**src/rtl/alu_pkg.sv**
```systemverilog
// Shared types for the sequential ALU: operation codes, FSM states and the
// flag bundle that travels with every result.
package alu_pkg;

    localparam int OP_W = 4;

    // Codes 4'b1100..4'b1111 are deliberately absent; they decode as illegal.
    typedef enum logic [OP_W-1:0] {
        OP_ADD = 4'b0000,
        OP_SUB = 4'b0001,
        OP_NOT = 4'b0010,
        OP_AND = 4'b0011,
        OP_OR  = 4'b0100,
        OP_XOR = 4'b0101,
        OP_SLT = 4'b0110,
        OP_EQ  = 4'b0111,
        OP_SLL = 4'b1000,
        OP_SRL = 4'b1001,
        OP_SRA = 4'b1010,
        OP_MUL = 4'b1011
    } op_e;

    // IDLE: nothing held, MUL: multiplier iterating, HOLD: result presented.
    typedef enum logic [1:0] {
        ST_IDLE = 2'd0,
        ST_MUL  = 2'd1,
        ST_HOLD = 2'd2
    } state_e;

    typedef struct packed {
        logic car;
        logic of;
        logic zf;
        logic err;
    } flags_t;

endpackage

```
**src/rtl/alu_mul_iter.sv**
```systemverilog
// Iterative unsigned shift-add multiplier. One partial product is added per
// clock edge, the first one on the start edge itself, so the full 2*WIDTH
// product is available (on product_o, with done_o high) during the cycle
// that ends with the WIDTH-th edge counted from start.
module alu_mul_iter #(
    parameter int WIDTH = 8
) (
    input  logic               clk,
    input  logic               rst_n,
    input  logic               start_i,
    input  logic [WIDTH-1:0]   a_i,
    input  logic [WIDTH-1:0]   b_i,
    output logic               busy_o,
    output logic               done_o,
    output logic [2*WIDTH-1:0] product_o
);

    localparam int CW = $clog2(WIDTH + 1);

    logic [2*WIDTH-1:0] mcand_q;
    logic [2*WIDTH-1:0] prod_q;
    logic [WIDTH-1:0]   mplier_q;
    logic [CW-1:0]      cnt_q;
    logic [2*WIDTH-1:0] prod_d;

    // Accumulator after the step taken on the coming edge; on the last step
    // this is the finished product, which the top registers directly.
    assign prod_d    = prod_q + (mplier_q[0] ? mcand_q : '0);
    assign busy_o    = (cnt_q != '0);
    assign done_o    = (cnt_q == CW'(1));
    assign product_o = prod_d;

    // Load operands and take step 1 on start, then one step per edge while busy.
    always_ff @(posedge clk) begin
        // NOTE: every register here is written with <=, so all of them update
        // from the same pre-edge values regardless of statement order.
        if (!rst_n) begin
            mcand_q  <= '0;
            prod_q   <= '0;
            mplier_q <= '0;
            cnt_q    <= '0;
        end else if (start_i) begin
            mcand_q  <= {{(WIDTH-1){1'b0}}, a_i, 1'b0};
            prod_q   <= b_i[0] ? {{WIDTH{1'b0}}, a_i} : '0;
            mplier_q <= b_i >> 1;
            cnt_q    <= CW'(WIDTH - 1);
        end else if (busy_o) begin
            mcand_q  <= mcand_q << 1;
            prod_q   <= prod_d;
            mplier_q <= mplier_q >> 1;
            cnt_q    <= cnt_q - CW'(1);
        end
    end

endmodule

```
**src/rtl/alu_seq.sv**
```systemverilog
// Registered WIDTH-bit ALU with valid/ready handshakes on input and output.
// Single-cycle operations are computed combinationally and registered on the
// accept edge; MUL is handed to the iterative multiplier. One operation is in
// flight at a time, and a held result can be retired in the same cycle that
// the next operation is accepted.
module alu_seq
    import alu_pkg::*;
#(
    parameter int WIDTH = 8
) (
    input  logic             clk,
    input  logic             rst_n,
    input  logic             in_valid,
    output logic             in_ready,
    input  logic [3:0]       op,
    input  logic [WIDTH-1:0] a,
    input  logic [WIDTH-1:0] b,
    output logic             out_valid,
    input  logic             out_ready,
    output logic [WIDTH-1:0] res,
    output logic             car,
    output logic             of,
    output logic             zf,
    output logic             err
);

    localparam int SHW = $clog2(WIDTH);
    localparam int MSB = WIDTH - 1;

    state_e             state_q;
    logic [WIDTH-1:0]   res_q;
    flags_t             flags_q;
    logic               out_valid_q;

    op_e                op_in;
    logic               accept;
    logic               start_mul;
    logic [WIDTH:0]     sum;
    logic [SHW-1:0]     shamt;
    logic [WIDTH-1:0]   alu_res_d;
    flags_t             alu_flags_d;

    logic               mul_busy;
    logic               mul_done;
    logic [2*WIDTH-1:0] mul_product;

    assign op_in     = op_e'(op);
    // Retiring a held result frees the slot in the same cycle, hence the
    // combinational out_ready -> in_ready path.
    assign in_ready  = !mul_busy &&
                       ((state_q == ST_IDLE) || ((state_q == ST_HOLD) && out_ready));
    assign accept    = in_valid && in_ready;
    assign start_mul = accept && (op_in == OP_MUL);

    assign out_valid = out_valid_q;
    assign res       = res_q;
    assign car       = flags_q.car;
    assign of        = flags_q.of;
    assign zf        = flags_q.zf;
    assign err       = flags_q.err;

    alu_mul_iter #(
        .WIDTH(WIDTH)
    ) u_mul (
        .clk      (clk),
        .rst_n    (rst_n),
        .start_i  (start_mul),
        .a_i      (a),
        .b_i      (b),
        .busy_o   (mul_busy),
        .done_o   (mul_done),
        .product_o(mul_product)
    );

    // Result and flags of every single-cycle operation on the current inputs.
    always_comb begin
        // NOTE: every output of this block gets a default before the case, so
        // no path leaves one unassigned and no latch is inferred.
        alu_res_d   = '0;
        alu_flags_d = '0;
        sum         = '0;
        shamt       = b[SHW-1:0];
        case (op_in)
            OP_ADD: begin
                sum            = {1'b0, a} + {1'b0, b};
                alu_res_d      = sum[WIDTH-1:0];
                alu_flags_d.car = sum[WIDTH];
                alu_flags_d.of  = (a[MSB] == b[MSB]) && (sum[MSB] != a[MSB]);
            end
            OP_SUB: begin
                // car=1 means no borrow.
                sum            = {1'b0, a} + {1'b0, ~b} + (WIDTH+1)'(1);
                alu_res_d      = sum[WIDTH-1:0];
                alu_flags_d.car = sum[WIDTH];
                alu_flags_d.of  = (a[MSB] != b[MSB]) && (sum[MSB] != a[MSB]);
            end
            OP_NOT: alu_res_d = ~a;
            OP_AND: alu_res_d = a & b;
            OP_OR:  alu_res_d = a | b;
            OP_XOR: alu_res_d = a ^ b;
            OP_SLT: alu_res_d = {{(WIDTH-1){1'b0}}, ($signed(a) < $signed(b))};
            OP_EQ:  alu_res_d = {{(WIDTH-1){1'b0}}, (a == b)};
            // Amounts >= WIDTH (non power-of-two WIDTH) shift everything out.
            OP_SLL: alu_res_d = a << shamt;
            OP_SRL: alu_res_d = a >> shamt;
            OP_SRA: alu_res_d = $unsigned($signed(a) >>> shamt);
            OP_MUL: alu_res_d = '0;
            default: alu_flags_d.err = 1'b1;
        endcase
        alu_flags_d.zf = (alu_res_d == '0);
    end

    // Handshake FSM; result, flags and out_valid are registered here.
    always_ff @(posedge clk) begin
        if (!rst_n) begin
            state_q     <= ST_IDLE;
            res_q       <= '0;
            flags_q     <= '0;
            out_valid_q <= 1'b0;
        end else begin
            case (state_q)
                ST_IDLE, ST_HOLD: begin
                    if (accept) begin
                        if (op_in == OP_MUL) begin
                            state_q     <= ST_MUL;
                            out_valid_q <= 1'b0;
                        end else begin
                            state_q     <= ST_HOLD;
                            res_q       <= alu_res_d;
                            flags_q     <= alu_flags_d;
                            out_valid_q <= 1'b1;
                        end
                    end else if ((state_q == ST_HOLD) && out_ready) begin
                        state_q     <= ST_IDLE;
                        out_valid_q <= 1'b0;
                    end
                end
                ST_MUL: begin
                    if (mul_done) begin
                        state_q     <= ST_HOLD;
                        res_q       <= mul_product[WIDTH-1:0];
                        flags_q.car <= |mul_product[2*WIDTH-1:WIDTH];
                        flags_q.of  <= |mul_product[2*WIDTH-1:WIDTH];
                        flags_q.zf  <= (mul_product[WIDTH-1:0] == '0);
                        flags_q.err <= 1'b0;
                        out_valid_q <= 1'b1;
                    end
                end
                default: begin
                    state_q     <= ST_IDLE;
                    out_valid_q <= 1'b0;
                end
            endcase
        end
    end

endmodule
```
**config.mk**
```make
export PLATFORM = sky130hd
export DESIGN_NAME = alu_seq
export DESIGN_NICKNAME = d
export VERILOG_FILES = /design/src/rtl/alu_pkg.sv /design/src/rtl/alu_mul_iter.sv /design/src/rtl/alu_seq.sv
export SDC_FILE = /design/constraint.sdc
export NUM_CORES = 1
export LEC_CHECK = 0
export ABC_AREA = 0
export CORE_MARGIN = 4
export CORE_UTILIZATION = 50
export CTS_CLUSTER_DIAMETER = 30
export DETAILED_ROUTE_END_ITERATION = 7
export PLACE_DENSITY = 0.71
export SYNTH_ARGS = -nofsm -noshare
export SYNTH_HDL_FRONTEND = slang
export SYNTH_SLANG_ARGS = --single-unit
```
**constraint.sdc**
```tcl
create_clock -name clk -period 2.53 [get_ports clk]
set_input_delay 0.3795 -clock clk [delete_from_list [all_inputs] [get_ports clk]]
set_output_delay 0.3795 -clock clk [all_outputs]
set_load 0.1 [all_outputs]
```
# Yosys cells after proc, flatten, opt, wreduce, memory -nomap -nowiden
# Index checks and enable logic that the tools add are counted.
# word_totals
ff_bits,57
# classes
order_cmp,1
addsub,5
n_bitwise,6
shift,3
n_mux,31
n_eq_ne,23
reduce_logical,21
# ops
op,n
8-bit one-hot mux with 11 select lines,1
16-bit two-way mux,3
8-bit two-way mux,4
8-bit by 8-bit adder with 9-bit output,2
9-bit two-way mux,2
16-bit adder,1
4-bit by 3-bit == test with 1-bit output (second input constant),4
4-bit == test (second input constant),4
8-bit zero test,2
8-bit inverter,2
8-bit one-hot mux with 2 select lines,1
7-bit two-way mux,2
4-bit two-way mux,3
11-bit OR reduction,1
9-bit by 1-bit adder with 9-bit output (second input constant),1
8-bit AND,1
4-bit by 1-bit == test with 1-bit output (second input constant),2
4-bit by 2-bit == test with 1-bit output (second input constant),2
8-bit == test,1
8-bit < comparator,1
2-bit two-way mux,4
8-bit bitwise OR,1
2-bit one-hot mux with 2 select lines,2
4-bit one-hot mux with 2 select lines,1
other kinds (26),42

# Logic depth before layout (Yosys ltp)
# Gate-level depths: netlist (run 1).
# depth
ltp_word,9
mapped_depth,13

# By module
# Synthesis (run 1) repeated with hierarchy kept, for this count alone.
# hier_totals
hier_cells,699
area_unflattened_um2,5292.6
# by_module_without_submodules
module,area_per_inst_um2,cells_each,n_inst
alu_seq,2675.1,356,1
alu_mul_iter,2617.5,343,1

# Least setup slack after synthesis (run 1)
# OpenSTA, ideal clock, no wires.
# synth_path
kind,reg2reg
from,register u_mul.cnt_q[0]
to,"register, netlist name zf"
path_slack_ns,-0.586
t_arrival_ns,3.027
setup_time_ns,0.088
synth_period_minus_slack_ns,3.116
path_stages_with_launch,12
path_buffers,1
path_cell_list,dfxtp_1 inv_1 ha_1 or3b_1 buf_2 nor3_4 nand3_1 o21ai_0 o21ai_0 nor4_2 nand3_1 o32ai_2
# synth_between
elab_chain_len,6
word_cells_on_any_way,8
classes_between,3 x eq/ne; 5 x reduce/logical
# synth_rtl
element,line_no,text
start: declaration,alu_mul_iter.sv:23,logic [CW-1:0] cnt_q;
start signal: assignment,alu_mul_iter.sv:46,cnt_q <= CW'(WIDTH - 1);
start signal: assignment,alu_mul_iter.sv:51,cnt_q <= cnt_q - CW'(1);
4-bit nonzero test,alu_mul_iter.sv:29,assign busy_o = (cnt_q != '0);
1-bit zero test,alu_seq.sv:50,assign in_ready = !mul_busy &&
1-bit logical AND,alu_seq.sv:50,
named net in_ready,alu_seq.sv:14,"output logic in_ready,"
1-bit logical AND,alu_seq.sv:52,assign accept = in_valid && in_ready;
2-bit != test (no line),--,
4-bit AND reduction (no line),--,
# The timed path passes the listed nets, and every way through them passes these cells.
# A chain may end at the register's enable or synchronous reset.

# Worst setup path in the final report (run 1)
# layout_path
from,register u_mul.mplier_q[0]
to,"register, netlist name of"
# layout_between
elab_chain_len,5
# layout_rtl
element,line_no,text
start: declaration,alu_mul_iter.sv:22,logic [WIDTH-1:0] mplier_q;
start signal: assignment,alu_mul_iter.sv:45,mplier_q <= b_i >> 1;
start signal: assignment,alu_mul_iter.sv:50,mplier_q <= mplier_q >> 1;
16-bit two-way mux,alu_mul_iter.sv:28,assign prod_d = prod_q + (mplier_q[0] ? mcand_q : '0);
16-bit adder,alu_mul_iter.sv:28,
8-bit OR reduction,alu_seq.sv:143,flags_q.of <= |mul_product[2*WIDTH-1:WIDTH];
4-bit two-way mux,alu_seq.sv:139,if (mul_done) begin
4-bit one-hot mux with 2 select lines,alu_seq.sv:121,case (state_q)
# Every way passes these cells. The select of a mux whose other input is x is not followed.

==> flow_metrics.py, run 1 <==
metrics = {
    "pwr": {
        "power_density_nw_per_um2": 504,
        "power_leakage_nw": 3.28,
        "vdd.ir_drop.worst_uv": 1030,
    },
    "clocking": {
        "inserted_clock_buffers": 5,
        "clock_tree_from_tritoncts": "done",
        "cts_sinks": 56,
        "clock_tree.root_cell": "sky130_fd_sc_hd__clkbuf_8",
        "clock_tree.buffer_depth": 2,
        "h_tree_levels": 2,
        "post_cts_hold_buffer_count": 0,
        "worstSkewPairLatency_ns": 0.34,
        "clkTransAtPathRegs_ns": 0.10,
    },
    "timing": {
        "fin_ws_ns": -0.448,
        "grt_setup_unrepaired": "true",
        "timing.fmax_ghz": 0.336,
        "layout_worst_path_cycle_share": 1.18,
        "period_needed_ns": 2.98,
        "setup_violations": 6,
        "tightest_slew_ns": 0.766,
        "fin_tns_setup_ns": -1.28,
        "clock_skew_ns": 0.0265,
        "max_slew_vio_count": 0,
        "worst_slew_margin_rel": 0.489,
        "fin_worst_hold_slack_ns": 0.471,
        "timing.final.hold_violations": 0,
    },
    "global_routing": {
        "largest_net_degree_at_the_start_of_global_routing": 41,
        "overall_global_routing_usage": 0.343,
        "antenna_violations_before_repair": 0,
        "overflow": 0,
        "via_count_of_the_first_global_routing_pass": 6100,
        "grt_pass1_wl_mm": 31.6,
    },
    "worst_hold_path": {
        "worst_hold_path_type": "reg2reg",
        "min_delay_worst_endpoint": "u_mul.mplier_q[5]",
        "holdCritStartpoint": "u_mul.mplier_q[5]",
        "timing.hold.worst_path_depth": 2,
    },
    "run_status": {
        "violations_in_the_final_reports": "negative setup slack",
        "outcome": "complete, but fails checks",
    },
    "run": {
        "maxCapViolCount": 0,
    },
    "final_layout": {
        "final_nets": 950,
        "final_layout_size_suffix_gt1_frac": 0.408,
        "most_common_library_cell_in_the_layout_ignoring_fill_and_taps": "sky130_fd_sc_hd__buf_4",
        "antennaDiodeCount": 0,
        "fill_cells": 695,
        "final_cell_mix": "205 x sky130_fd_sc_hd__buf_4, 71 x sky130_fd_sc_hd__nand2_1, 61 x sky130_fd_sc_hd__nor2_1, 53 x sky130_fd_sc_hd__a21oi_1, 53 x sky130_fd_sc_hd__dfxtp_1",
        "syn2layout_area_growth_pct": 52.3,
    },
    "yosys": {
        "postSynthRegisterBits": 56,
        "synth_ff_type": "sky130_fd_sc_hd__dfxtp_1",
        "synth.yosys.seq_area_share": 0.218,
        "synth_edf_count": 0,
        "yosysWarnings": 0,
        "synth.top_cell.area_share": 0.218,
        "synthDominantAreaCellType": "sky130_fd_sc_hd__dfxtp_1",
        "post_synth_main_area_contributors": "sky130_fd_sc_hd__dfxtp_1 22%, sky130_fd_sc_hd__ha_1 10%, sky130_fd_sc_hd__a21oi_1 6.3%",
        "postSynthNetCount": 753,
        "mappedNetlistArea_sq_um": 5140,
        "postSynthCellCount": 684,
        "synth_cell_types": 67,
        "synthArstFlopShare": 0,
        "syn_avg_cell_area_sq_um": 7.51,
    },
    "die": {
        "die_width_um": 109,
        "ios": 38,
        "die_area_sq_um": 12000,
        "row_count": 36,
        "initial_utilization": 0.518,
        "die_h_um": 109,
        "design.core.area_sq_um": 9910,
    },
    "critical_path": {
        "critical_path_buf_inv_count": 2,
        "timing.setup.critical_path_class": "reg2reg",
        "worstSetupStartpointType": "register",
        "path_delay_family": "compound AO/OA/AOI/OAI gates",
        "critPathCaptureType": "register",
        "req_time_crit_path_ns": 2.75,
        "worst_ep_arrival_time_ns": 3.20,
        "reg2reg_setup_slack_ns": -0.45,
        "cpMaxStageDelayCell": "sky130_fd_sc_hd__dfxtp_4",
        "reg2regPathDepth": 12,
        "worstPathMaxFanout": 5,
        "critical_path.reg2reg.startpoint": "u_mul.mplier_q[0]",
        "worst_path_cell_chain": "nand2_1 > inv_1 > ha_4 > a211oi_2 > nor4_2 > nor2_1 > o211ai_1 > a211o_1 > a2111oi_4 > buf_4 > nand4_1 > a32o_1",
        "max_stage_delay_ns": 0.40,
        "crit-reg2reg-capture": "of",
    },
    "routing": {
        "via_per_inst": 6.30,
        "remaining_drc_errors": 0,
        "total_wire_length_mm": 21.3,
        "drt.antenna.violating_nets": 0,
        "initialDrtViolationCount": 693,
        "vias_post_dr": 6394,
        "drtPass1Iterations": 5,
        "routed_wire_length_per_instance_um": 20.9,
    },
    "place": {
        "gp_congestion": 0.973,
        "detailedPlacementHpwl_mm": 14.5,
        "port_buf_inserts": 37,
    },
}
synth_stat cells, types with 13 or more instances:
cell type                   n
sky130_fd_sc_hd__nand2_1   73
sky130_fd_sc_hd__nor2_1    68
sky130_fd_sc_hd__a21oi_1   65
sky130_fd_sc_hd__dfxtp_1   56
sky130_fd_sc_hd__ha_1      42
sky130_fd_sc_hd__o21ai_0   37
sky130_fd_sc_hd__clkbuf_1  36
sky130_fd_sc_hd__inv_1     29
sky130_fd_sc_hd__nand3_1   28
sky130_fd_sc_hd__and2_1    18
sky130_fd_sc_hd__a22oi_1   17
sky130_fd_sc_hd__a211oi_1  15
sky130_fd_sc_hd__nand2b_1  13
per-stage QoR:
| step | std cells | power (W) | setup WS (ns) | area [sq um] | util |
|---|---|---|---|---|---|
| floorplan | 684 | 0.00247 | -0.291 | 5280 | - |
| global placement | 991 | 0.00313 | -0.685 | 6930 | 0.699 |
| detailed placement | 991 | 0.00318 | -0.743 | 6930 | 0.699 |
| CTS | 1009 | 0.00381 | -0.271 | 7460 | 0.753 |
| global route | 1015 | 0.00411 | -0.514 | 7830 | 0.790 |
| finish | 1015 | 0.00395 | -0.448 | 7830 | 0.790 |
how the worst max path moves through the flow:
stage | startpoint | to | slack [ns] | depth (start not counted)
2_1_floorplan | u_mul.cnt_q[0] | zf | -0.29 | 11
3_3_place_gp | a[1] | of | -0.69 | 12
3_5_place_dp | a[1] | of | -0.74 | 12
4_1_cts | u_mul.mplier_q[0] | of | -0.27 | 13
5_1_grt | u_mul.mplier_q[0] | of | -0.51 | 12
6_report | u_mul.mplier_q[0] | of | -0.45 | 12
worst register-to-register path, stage by stage (launching register included):
cell and delay (ns):
sky130_fd_sc_hd__dfxtp_4 0.40, sky130_fd_sc_hd__nand2_1 0.10, sky130_fd_sc_hd__inv_1 0.12, sky130_fd_sc_hd__ha_4 0.21
sky130_fd_sc_hd__a211oi_2 0.31, sky130_fd_sc_hd__nor4_2 0.12, sky130_fd_sc_hd__nor2_1 0.15, sky130_fd_sc_hd__o211ai_1 0.14
sky130_fd_sc_hd__a211o_1 0.35, sky130_fd_sc_hd__a2111oi_4 0.37, sky130_fd_sc_hd__buf_4 0.16, sky130_fd_sc_hd__nand4_1 0.18
sky130_fd_sc_hd__a32o_1 0.26
flip-flops by register name (all words and copies together) (netlist names):
signal and count:
u_mul.prod_q 16, u_mul.mcand_q 15, state_q 2, u_mul.mplier_q 7, car 1, of 1, res 8, u_mul.cnt_q 4
zf 1, err 1
cells by family (layout without fill, tap and decap cells):
| family | Yosys count | count (layout) | share of synthesized area |
|---|---|---|---|
| multiplexers | 18 | 18 | 0.0623 |
| XOR/XNOR | 18 | 18 | 0.0307 |
| AND/OR/NAND/NOR | 258 | 258 | 0.243 |
| AO/OA/AOI/OAI | 208 | 208 | 0.266 |
| flip-flops | 56 | 56 | 0.218 |
| buffers and inverters | 81 | 279 | 0.0650 |
| adder cells (fa/ha/maj) | 45 | 45 | 0.114 |
layer usage:
| metal | up-vias | wire length [um] | global-route usage |
|---|---|---|---|
| met5 | - | 0 | 0 |
| met4 | 0 | 1010 | 0.138 |
| met3 | 107 | 1930 | 0.0634 |
| met2 | 387 | 10100 | 0.575 |
| met1 | 3032 | 8190 | 0.433 |
| li1 | 2868 | - | - |
what timing repair did:
item,CTS,global route
resized for setup,90,73
setup buffers,10,11
endpoints found under the setup margin,17,17
pin swaps,39,43
where the power goes:
part / switching (W) / leakage, nW / internal (W)
registers: 0.0000672 / 0.454 / 0.000966
clock network: 0.000322 / 0.0445 / 0.000224
logic: 0.00151 / 2.78 / 0.000854
total: 0.00190 / 3.28 / 0.00204
final cells by class:
cell class	count	area, sq um	share of cell area
tap	133	166	0.0213
sequential	56	1130	0.144
multi-input combinational	547	4390	0.561
inverter	29	109	0.0139
timing repair buffer	242	1940	0.248
clock buffer	7	86.3	0.0110
clock inverter	1	7.51	0.000959
(Power assumes the default switching activity.)
==> inputs of run 2 (changes only) <==
--- a/config.mk
+++ b/config.mk
@@ -8,7 +8,7 @@
 export ABC_AREA = 0
 export CORE_MARGIN = 4
 export CORE_UTILIZATION = 50
-export CTS_CLUSTER_DIAMETER = 30
+export CTS_CLUSTER_DIAMETER = 100
 export DETAILED_ROUTE_END_ITERATION = 7
 export PLACE_DENSITY = 0.71
 export SYNTH_ARGS = -nofsm -noshare
==> results of run 2 <==
Final layout, timing and power as in run 1 (identical DEF).
==> inputs of run 3 (changes only) <==
--- a/config.mk
+++ b/config.mk
@@ -6,6 +6,7 @@
 export NUM_CORES = 1
 export LEC_CHECK = 0
 export ABC_AREA = 0
+export ABC_CLOCK_PERIOD_IN_PS = 2530
 export CORE_MARGIN = 4
 export CORE_UTILIZATION = 50
 export CTS_CLUSTER_DIAMETER = 100
==> results of run 3 <==
Final layout, timing and power as in run 1 (identical DEF).
